<file path="config.mk">
export PLATFORM = sky130hd
export DESIGN_NAME = ofs_plat_axi_stream_if_skid_flat
export DESIGN_NICKNAME = d
export VERILOG_FILES = /design/src/rtl/ofs_plat_axi_stream_pkg.sv /design/src/rtl/ofs_plat_axi_stream_if.sv /design/src/rtl/ofs_plat_axi_stream_skid_stats.sv /design/src/rtl/ofs_plat_axi_stream_if_skid.sv /design/src/flat_wrapper.sv
export SDC_FILE = /design/constraint.sdc
export NUM_CORES = 1
export LEC_CHECK = 0
export BUFFER_PORTS_ARGS = -buffer_cell sky130_fd_sc_hd__buf_2
export CAP_MARGIN = 40
export CORE_UTILIZATION = 25
export DETAILED_ROUTE_END_ITERATION = 6
export PLACE_DENSITY = 0.55
export SETUP_SLACK_MARGIN = 0.4
export SLEW_MARGIN = 5
export SYNTH_ARGS = -nofsm -noshare
export SYNTH_HDL_FRONTEND = slang
export SYNTH_SLANG_ARGS = --single-unit
export TNS_END_PERCENT = 1
</file>
<file path="constraint.sdc">
create_clock -name clk -period 2.35 [get_ports clk]
set_clock_uncertainty 0.15 [all_clocks]
set_input_delay 0.1175 -clock clk [delete_from_list [all_inputs] [get_ports clk]]
set_output_delay 0.1175 -clock clk [all_outputs]
set_load 0.02 [all_outputs]
</file>
<file path="src/rtl/ofs_plat_axi_stream_pkg.sv">
// ----------------------------------------------------------------------------
// ofs_plat_axi_stream_pkg
//
// Shared types and constants for the AXI stream platform blocks.
//   t_ofs_plat_axis_skid_state - occupancy of the two-entry skid buffer
//   OFS_PLAT_AXIS_STAT_WIDTH   - width of the optional beat/packet counters
// ----------------------------------------------------------------------------
package ofs_plat_axi_stream_pkg;

    localparam int OFS_PLAT_AXIS_STAT_WIDTH = 32;

    typedef enum logic [1:0] {
        EMPTY = 2'd0,
        ONE   = 2'd1,
        FULL  = 2'd2
    } t_ofs_plat_axis_skid_state;

endpackage

</file>
<file path="src/rtl/ofs_plat_axi_stream_if.sv">
// ----------------------------------------------------------------------------
// ofs_plat_axi_stream_if
//
// AXI stream interface: a valid/ready handshake plus a payload t, which
// carries data, last and user.
//   Parameters: TDATA_WIDTH, TUSER_WIDTH
//   Modports:   to_sink   - drives tvalid/t, receives tready
//               to_source - receives tvalid/t, drives tready
//
// This file also defines OFS_PLAT_AXI_STREAM_IF_CHECK_PARAMS_MATCH(a, b).
// A module uses it to compare the payload parameters of two interface
// ports. If the parameters differ, elaboration stops with a fatal error.
// ----------------------------------------------------------------------------
`ifndef OFS_PLAT_AXI_STREAM_IF_CHECK_PARAMS_MATCH
`define OFS_PLAT_AXI_STREAM_IF_CHECK_PARAMS_MATCH(a, b) \
    if ((a.TDATA_WIDTH != b.TDATA_WIDTH) || (a.TUSER_WIDTH != b.TUSER_WIDTH)) begin : axis_param_mismatch \
        $fatal(1, "AXI stream interface parameter mismatch between a and b"); \
    end
`endif

interface ofs_plat_axi_stream_if #(
    parameter int TDATA_WIDTH = 64,
    parameter int TUSER_WIDTH = 8
);

    typedef struct packed {
        logic                   last;
        logic [TUSER_WIDTH-1:0] user;
        logic [TDATA_WIDTH-1:0] data;
    } t_payload;

    logic     tvalid;
    logic     tready;
    t_payload t;

    modport to_sink (
        output tvalid,
        output t,
        input  tready
    );

    modport to_source (
        input  tvalid,
        input  t,
        output tready
    );

endinterface

</file>
<file path="src/rtl/ofs_plat_axi_stream_skid_stats.sv">
// ----------------------------------------------------------------------------
// ofs_plat_axi_stream_skid_stats
//
// Counts the beats and packets that the sink accepts at the output of the
// skid buffer. Both counters wrap modulo 2^OFS_PLAT_AXIS_STAT_WIDTH.
//   clk        block clock
//   reset      asynchronous, active-high reset
//   out_fire   the sink accepted a beat in this cycle
//   out_last   the accepted beat has last set
//   stat_beats running count of accepted beats
//   stat_pkts  running count of accepted beats with last set
// ----------------------------------------------------------------------------
module ofs_plat_axi_stream_skid_stats
    import ofs_plat_axi_stream_pkg::*;
(
    input  logic                                clk,
    input  logic                                reset,
    input  logic                                out_fire,
    input  logic                                out_last,
    output logic [OFS_PLAT_AXIS_STAT_WIDTH-1:0] stat_beats,
    output logic [OFS_PLAT_AXIS_STAT_WIDTH-1:0] stat_pkts
);

    logic [OFS_PLAT_AXIS_STAT_WIDTH-1:0] beat_cnt;
    logic [OFS_PLAT_AXIS_STAT_WIDTH-1:0] pkt_cnt;

    always_ff @(posedge clk or posedge reset) begin
        if (reset) begin
            beat_cnt <= '0;
            pkt_cnt  <= '0;
        end else if (out_fire) begin
            beat_cnt <= beat_cnt + OFS_PLAT_AXIS_STAT_WIDTH'(1);
            if (out_last) begin
                pkt_cnt <= pkt_cnt + OFS_PLAT_AXIS_STAT_WIDTH'(1);
            end
        end
    end

    assign stat_beats = beat_cnt;
    assign stat_pkts  = pkt_cnt;

endmodule

</file>
<file path="src/rtl/ofs_plat_axi_stream_if_skid.sv">
// ----------------------------------------------------------------------------
// ofs_plat_axi_stream_if_skid
//
// Registered, fully pipelined connection between two AXI stream interfaces.
// tvalid, the payload and the returned tready all come straight from flops,
// so no combinational path runs through the block in either direction. The
// block holds up to two beats and can pass one beat per cycle.
//
//   clk           block clock
//   reset         asynchronous, active-high reset
//   stream_sink   downstream side (drives tvalid/t, receives tready)
//   stream_source upstream side (receives tvalid/t, drives tready)
//   stat_beats    beats accepted by the sink (0 unless stats are enabled)
//   stat_pkts     beats with last accepted by the sink (0 unless enabled)
//
// Define the macro OFS_PLAT_AXI_STREAM_SKID_STATS_EN to build the stat
// counters.
//
// state | meaning
// ------+---------------------------------------------
// EMPTY | main invalid, skid invalid
// ONE   | main valid (presented to sink), skid invalid
// FULL  | main valid, skid holds the next beat
// ----------------------------------------------------------------------------
module ofs_plat_axi_stream_if_skid
    import ofs_plat_axi_stream_pkg::*;
(
    input  logic                                clk,
    input  logic                                reset,
    ofs_plat_axi_stream_if.to_sink              stream_sink,
    ofs_plat_axi_stream_if.to_source            stream_source,
    output logic [OFS_PLAT_AXIS_STAT_WIDTH-1:0] stat_beats,
    output logic [OFS_PLAT_AXIS_STAT_WIDTH-1:0] stat_pkts
);

    `OFS_PLAT_AXI_STREAM_IF_CHECK_PARAMS_MATCH(stream_sink, stream_source)

    localparam int PW = stream_sink.TDATA_WIDTH + stream_sink.TUSER_WIDTH + 1;

    t_ofs_plat_axis_skid_state state_q;
    t_ofs_plat_axis_skid_state state_nxt;
    logic                      main_valid_q;
    logic                      tready_q;
    logic [PW-1:0]             main_q;
    logic [PW-1:0]             skid_q;

    logic in_fire;
    logic out_fire;
    logic main_load;
    logic main_from_skid;
    logic skid_load;

    assign in_fire  = stream_source.tvalid && tready_q;
    assign out_fire = main_valid_q && stream_sink.tready;

    always_comb begin
        state_nxt      = state_q;
        main_load      = 1'b0;
        main_from_skid = 1'b0;
        skid_load      = 1'b0;
        case (state_q)
            EMPTY: begin
                if (in_fire) begin
                    state_nxt = ONE;
                    main_load = 1'b1;
                end
            end
            ONE: begin
                if (in_fire && !out_fire) begin
                    state_nxt = FULL;
                    skid_load = 1'b1;
                end else if (in_fire && out_fire) begin
                    main_load = 1'b1;
                end else if (out_fire) begin
                    state_nxt = EMPTY;
                end
            end
            FULL: begin
                // tready is low in FULL, so only the drain path applies
                if (out_fire) begin
                    state_nxt      = ONE;
                    main_load      = 1'b1;
                    main_from_skid = 1'b1;
                end
            end
            default: begin
                state_nxt = EMPTY;
            end
        endcase
    end

    // tready is low while reset is high. It rises on the first clock after
    // reset is released.
    always_ff @(posedge clk or posedge reset) begin
        if (reset) begin
            state_q      <= EMPTY;
            main_valid_q <= 1'b0;
            tready_q     <= 1'b0;
        end else begin
            state_q      <= state_nxt;
            main_valid_q <= (state_nxt != EMPTY);
            tready_q     <= (state_nxt != FULL);
        end
    end

    // The payload registers have no reset. The valid state decides whether
    // their contents mean anything.
    always_ff @(posedge clk) begin
        if (main_load) begin
            main_q <= main_from_skid ? skid_q : stream_source.t;
        end
        if (skid_load) begin
            skid_q <= stream_source.t;
        end
    end

    assign stream_sink.tvalid   = main_valid_q;
    assign stream_sink.t        = main_q;
    assign stream_source.tready = tready_q;

`ifdef OFS_PLAT_AXI_STREAM_SKID_STATS_EN
    ofs_plat_axi_stream_skid_stats u_stats (
        .clk        (clk),
        .reset      (reset),
        .out_fire   (out_fire),
        .out_last   (stream_sink.t.last),
        .stat_beats (stat_beats),
        .stat_pkts  (stat_pkts)
    );
`else
    assign stat_beats = '0;
    assign stat_pkts  = '0;
`endif

endmodule

</file>
<file path="src/flat_wrapper.sv">
// flat-port wrapper written by rule: the top's interface ports become plain ports
module ofs_plat_axi_stream_if_skid_flat import ofs_plat_axi_stream_pkg::*;
  (clk, reset, stat_beats, stat_pkts, stream_sink_tvalid, stream_sink_t, stream_sink_tready, stream_source_tvalid, stream_source_t, stream_source_tready);
  ofs_plat_axi_stream_if #(.TDATA_WIDTH(32), .TUSER_WIDTH(4)) stream_sink_i ();
  ofs_plat_axi_stream_if #(.TDATA_WIDTH(32), .TUSER_WIDTH(4)) stream_source_i ();
  input  logic clk;
  input  logic reset;
  output logic [OFS_PLAT_AXIS_STAT_WIDTH-1:0] stat_beats;
  output logic [OFS_PLAT_AXIS_STAT_WIDTH-1:0] stat_pkts;
  output wire logic [$bits(stream_sink_i.tvalid)-1:0] stream_sink_tvalid;
  output wire logic [$bits(stream_sink_i.t)-1:0] stream_sink_t;
  input wire logic [$bits(stream_sink_i.tready)-1:0] stream_sink_tready;
  input wire logic [$bits(stream_source_i.tvalid)-1:0] stream_source_tvalid;
  input wire logic [$bits(stream_source_i.t)-1:0] stream_source_t;
  output wire logic [$bits(stream_source_i.tready)-1:0] stream_source_tready;
  assign stream_sink_tvalid = stream_sink_i.tvalid;
  assign stream_sink_t = stream_sink_i.t;
  assign stream_sink_i.tready = stream_sink_tready;
  assign stream_source_i.tvalid = stream_source_tvalid;
  assign stream_source_i.t = stream_source_t;
  assign stream_source_tready = stream_source_i.tready;
  ofs_plat_axi_stream_if_skid u_core (.clk(clk), .reset(reset), .stream_sink(stream_sink_i), .stream_source(stream_source_i), .stat_beats(stat_beats), .stat_pkts(stat_pkts));
endmodule
</file>
==> impl_metrics.toml <==
[critical_path]
worstPathArrival_ps = 1660
crit_buf_inv = 1
required_ps = 2230
end_kind = "register"
path_cells = "and3b_1 > and3_2 > buf_12"
worstSetupPathType = "register to register"
start_kind = "register"
critPathTopFamily = "simple AND/OR/NAND/NOR gates"
critPathSlowestCell = "and3_2"
crit_fanout = 26
slowest_delay_ps = 410

[placed_design]
port_buffers = 79
dp_hpwl_um = 4090
dp.cells = 454
place_congestion = 0.658
pre_cts_slack_ps = 551
placed_cell_area_sq_um = 3890

[power_and_ir_drop]
p_clk_frac = 0.286
peakVddDrop_mv = 0.328
p_per_area_nw_per_um2 = 1020
p_switching_mw = 1.41
power_frac_seq = 0.454
sw_frac_of_total = 0.304
p_leak_nw = 1.96
power_frac_comb = 0.260
p_int_mw = 3.23
total_power_mw = 4.64

[clocking]
cts-resized-gates = 0
cts_buffers = 9
postCtsSetupRepairBufs = 0
root_buffer = "clkbuf_16"
clock_sinks = 78
cts_max_level = 3
insertion_delay_ps = 320
clock_path_buffers = 2
cts_tree = "built"
cts.reportedPaths.clkPinSlew_ps = 60

[global_route]
gr-total-overflow = 0
gr-usage-all-layers = 0.0863
grt_pass1_wl_um = 9120
grt_max_degree = 38
grt_pass1_vias = 1729
grt_antenna_before_repair = 0

[floorplanning]
start_util = 0.260
die_y_um = 120
io_pins = 144
rows = 42
fp.dieW_um = 120
core_sq_um = 13500
die_area_sq_um = 14400

[finish]
final_util = 0.339
fin_cells = 508
finalInstanceArea_sq_um = 4560
syn2layout_area_growth_pct = 30.7
fillers = 1315
drive_gt1_frac = 0.413
finalNetCount = 368
insertedDiodeCount = 0

[route]
vias_per_cell = 3.58
drt_wl_total_um = 5970
drtPass1Iterations = 4
drt-initial-drc-count = 81
remaining_drc_errors = 0
ant_nets = 0
wire_per_inst_um = 11.7
via_count = 1820

[synthesis]
netlist_area_sq_um = 3490
netlist_top_cells_count = "edfxtp_1 (74), buf_4 (64), mux2_4 (30)"
synth_most_common_cell = "edfxtp_1"
synth_area_per_cell_sq_um = 17.5
synth_edf_count = 74
synth_top_area_frac = 0.636
yosysSeqAreaShare = 0.665
ys_warn_count = 0
synthFlopType = "edfxtp_1"
ys_seq_elements = 78
synth_area_leaders = "edfxtp_1 (64%), buf_4 (14%), mux2_4 (13%)"
synthArstFlopShare = 0.0513
yosysTopAreaCell = "edfxtp_1"
synth.distinct_cells = 21
postSynthCellCount = 200

[timing]
final.setup.tns_ps = 0
max_freq_ghz = 0.560
postLayoutSetupSlackWorst_ps = 563
period_share = 0.760
drv_slew = 0
finalWorstPathRequiredPeriod_ps = 1790
setup_viol = 0
hold_viol = 0
hold_slack_ps = 19.6
rsz0062_at_grt = "false"

[hold_path]
hp-class = "input port to register"

[outcome]
status = "completed"

[run]
maxCapViolations = 0
==> per-layer routing <==
| layer | GRT usage | part of all wire |
|---|---|---|
| met5 | 0 | 0 |
| met4 | 0.0352 | 0.013 |
| met1 | 0.102 | 0.42 |
| met3 | 0.0321 | 0.096 |
| met2 | 0.141 | 0.47 |
==> power by group through the flow <==
| stage | logic [mW] | registers, mW | clock network, mW |
|---|---|---|---|
| after CTS | 1.24 | 2.12 | 1.38 |
| after floorplan | 0.509 | 2.46 | 0 |
| final | 1.21 | 2.11 | 1.33 |
| after global routing | 1.30 | 2.15 | 1.45 |
| after global placement | 1.18 | 2.13 | 0 |
| after detailed placement | 1.19 | 2.14 | 0 |
==> logic make-up after synthesis <==
family	synth area share
other	0.00107
muxes	0.152
DFF	0.665
AOI/OAI and AO/OA	0.0100
and+or+nand+nor	0.0240
buffers and inverters	0.148
==> worst reg2reg max path, delay by kind of cell, from the launching register on <==
kind                   cells  cell delay [ps]
buffers and inverters      1              240
and+or+nand+nor            2              690
DFF                        1              400
==> timing repair <==
| item | CTS | global route |
|---|---|---|
| setup endpoints to repair | 0 | 0 |
| hold buffers | 38 | 0 |
| endpoints found under the hold margin | 78 | 0 |
==> state kept, by name (all words and copies together), names as in the netlist <==
| register | flops |
|---|---|
| u_core.stream_source.tready | 1 |
| u_core.skid_q | 37 |
| u_core.stream_sink.t | 37 |
| u_core.stream_sink.tvalid | 1 |
| u_core.state_q | 2 |
==> layout make-up <==
type,count,area (sq um),share of cell area
Sequential cell,78,2320,0.509
Multi-Input combinational cell,117,892,0.195
Timing Repair Buffer,120,836,0.183
Clock buffer,9,225,0.0493
Tap cell,176,220,0.0482
Clock inverter,7,65.1,0.0143
Inverter,1,3.75,0.000822
==> worst paths after layout <==
kind                       slack [ps]                   endpoint  cells past startpoint                 start
max in group asynchronous        1810          u_core.state_q[1]                      3                 reset
min reg2reg                       370  u_core.stream_sink.tvalid                      1     u_core.state_q[1]
min                                20          u_core.state_q[0]                      4  stream_source_tvalid
max                               560          u_core.skid_q[33]                      3     u_core.state_q[1]
max reg2reg                       560          u_core.skid_q[33]                      3     u_core.state_q[1]
min in group asynchronous          80  u_core.stream_sink.tvalid                      3                 reset
==> cell usage in the layout (no fill, tap or decap) <==
cell type,instances
nand4b_1,1
buf_2,79
conb_1,64
o21bai_1,2
nand2b_1,1
o21a_1,1
dfrtp_1,4
clkinv_1,2
dlygate4sd3_1,38
clkbuf_16,9
nand2_2,1
bufinv_16,1
nand3_1,1
edfxtp_1,74
mux2_2,7
mux2_4,30
inv_1,1
clkinv_2,2
a21boi_0,1
clkinv_4,2
nand3_4,1
and3b_1,1
o21ai_0,1
buf_12,3
and3_2,1
and2_1,1
nor2b_4,1
nand2_1,2
(Power assumes the default switching activity.)
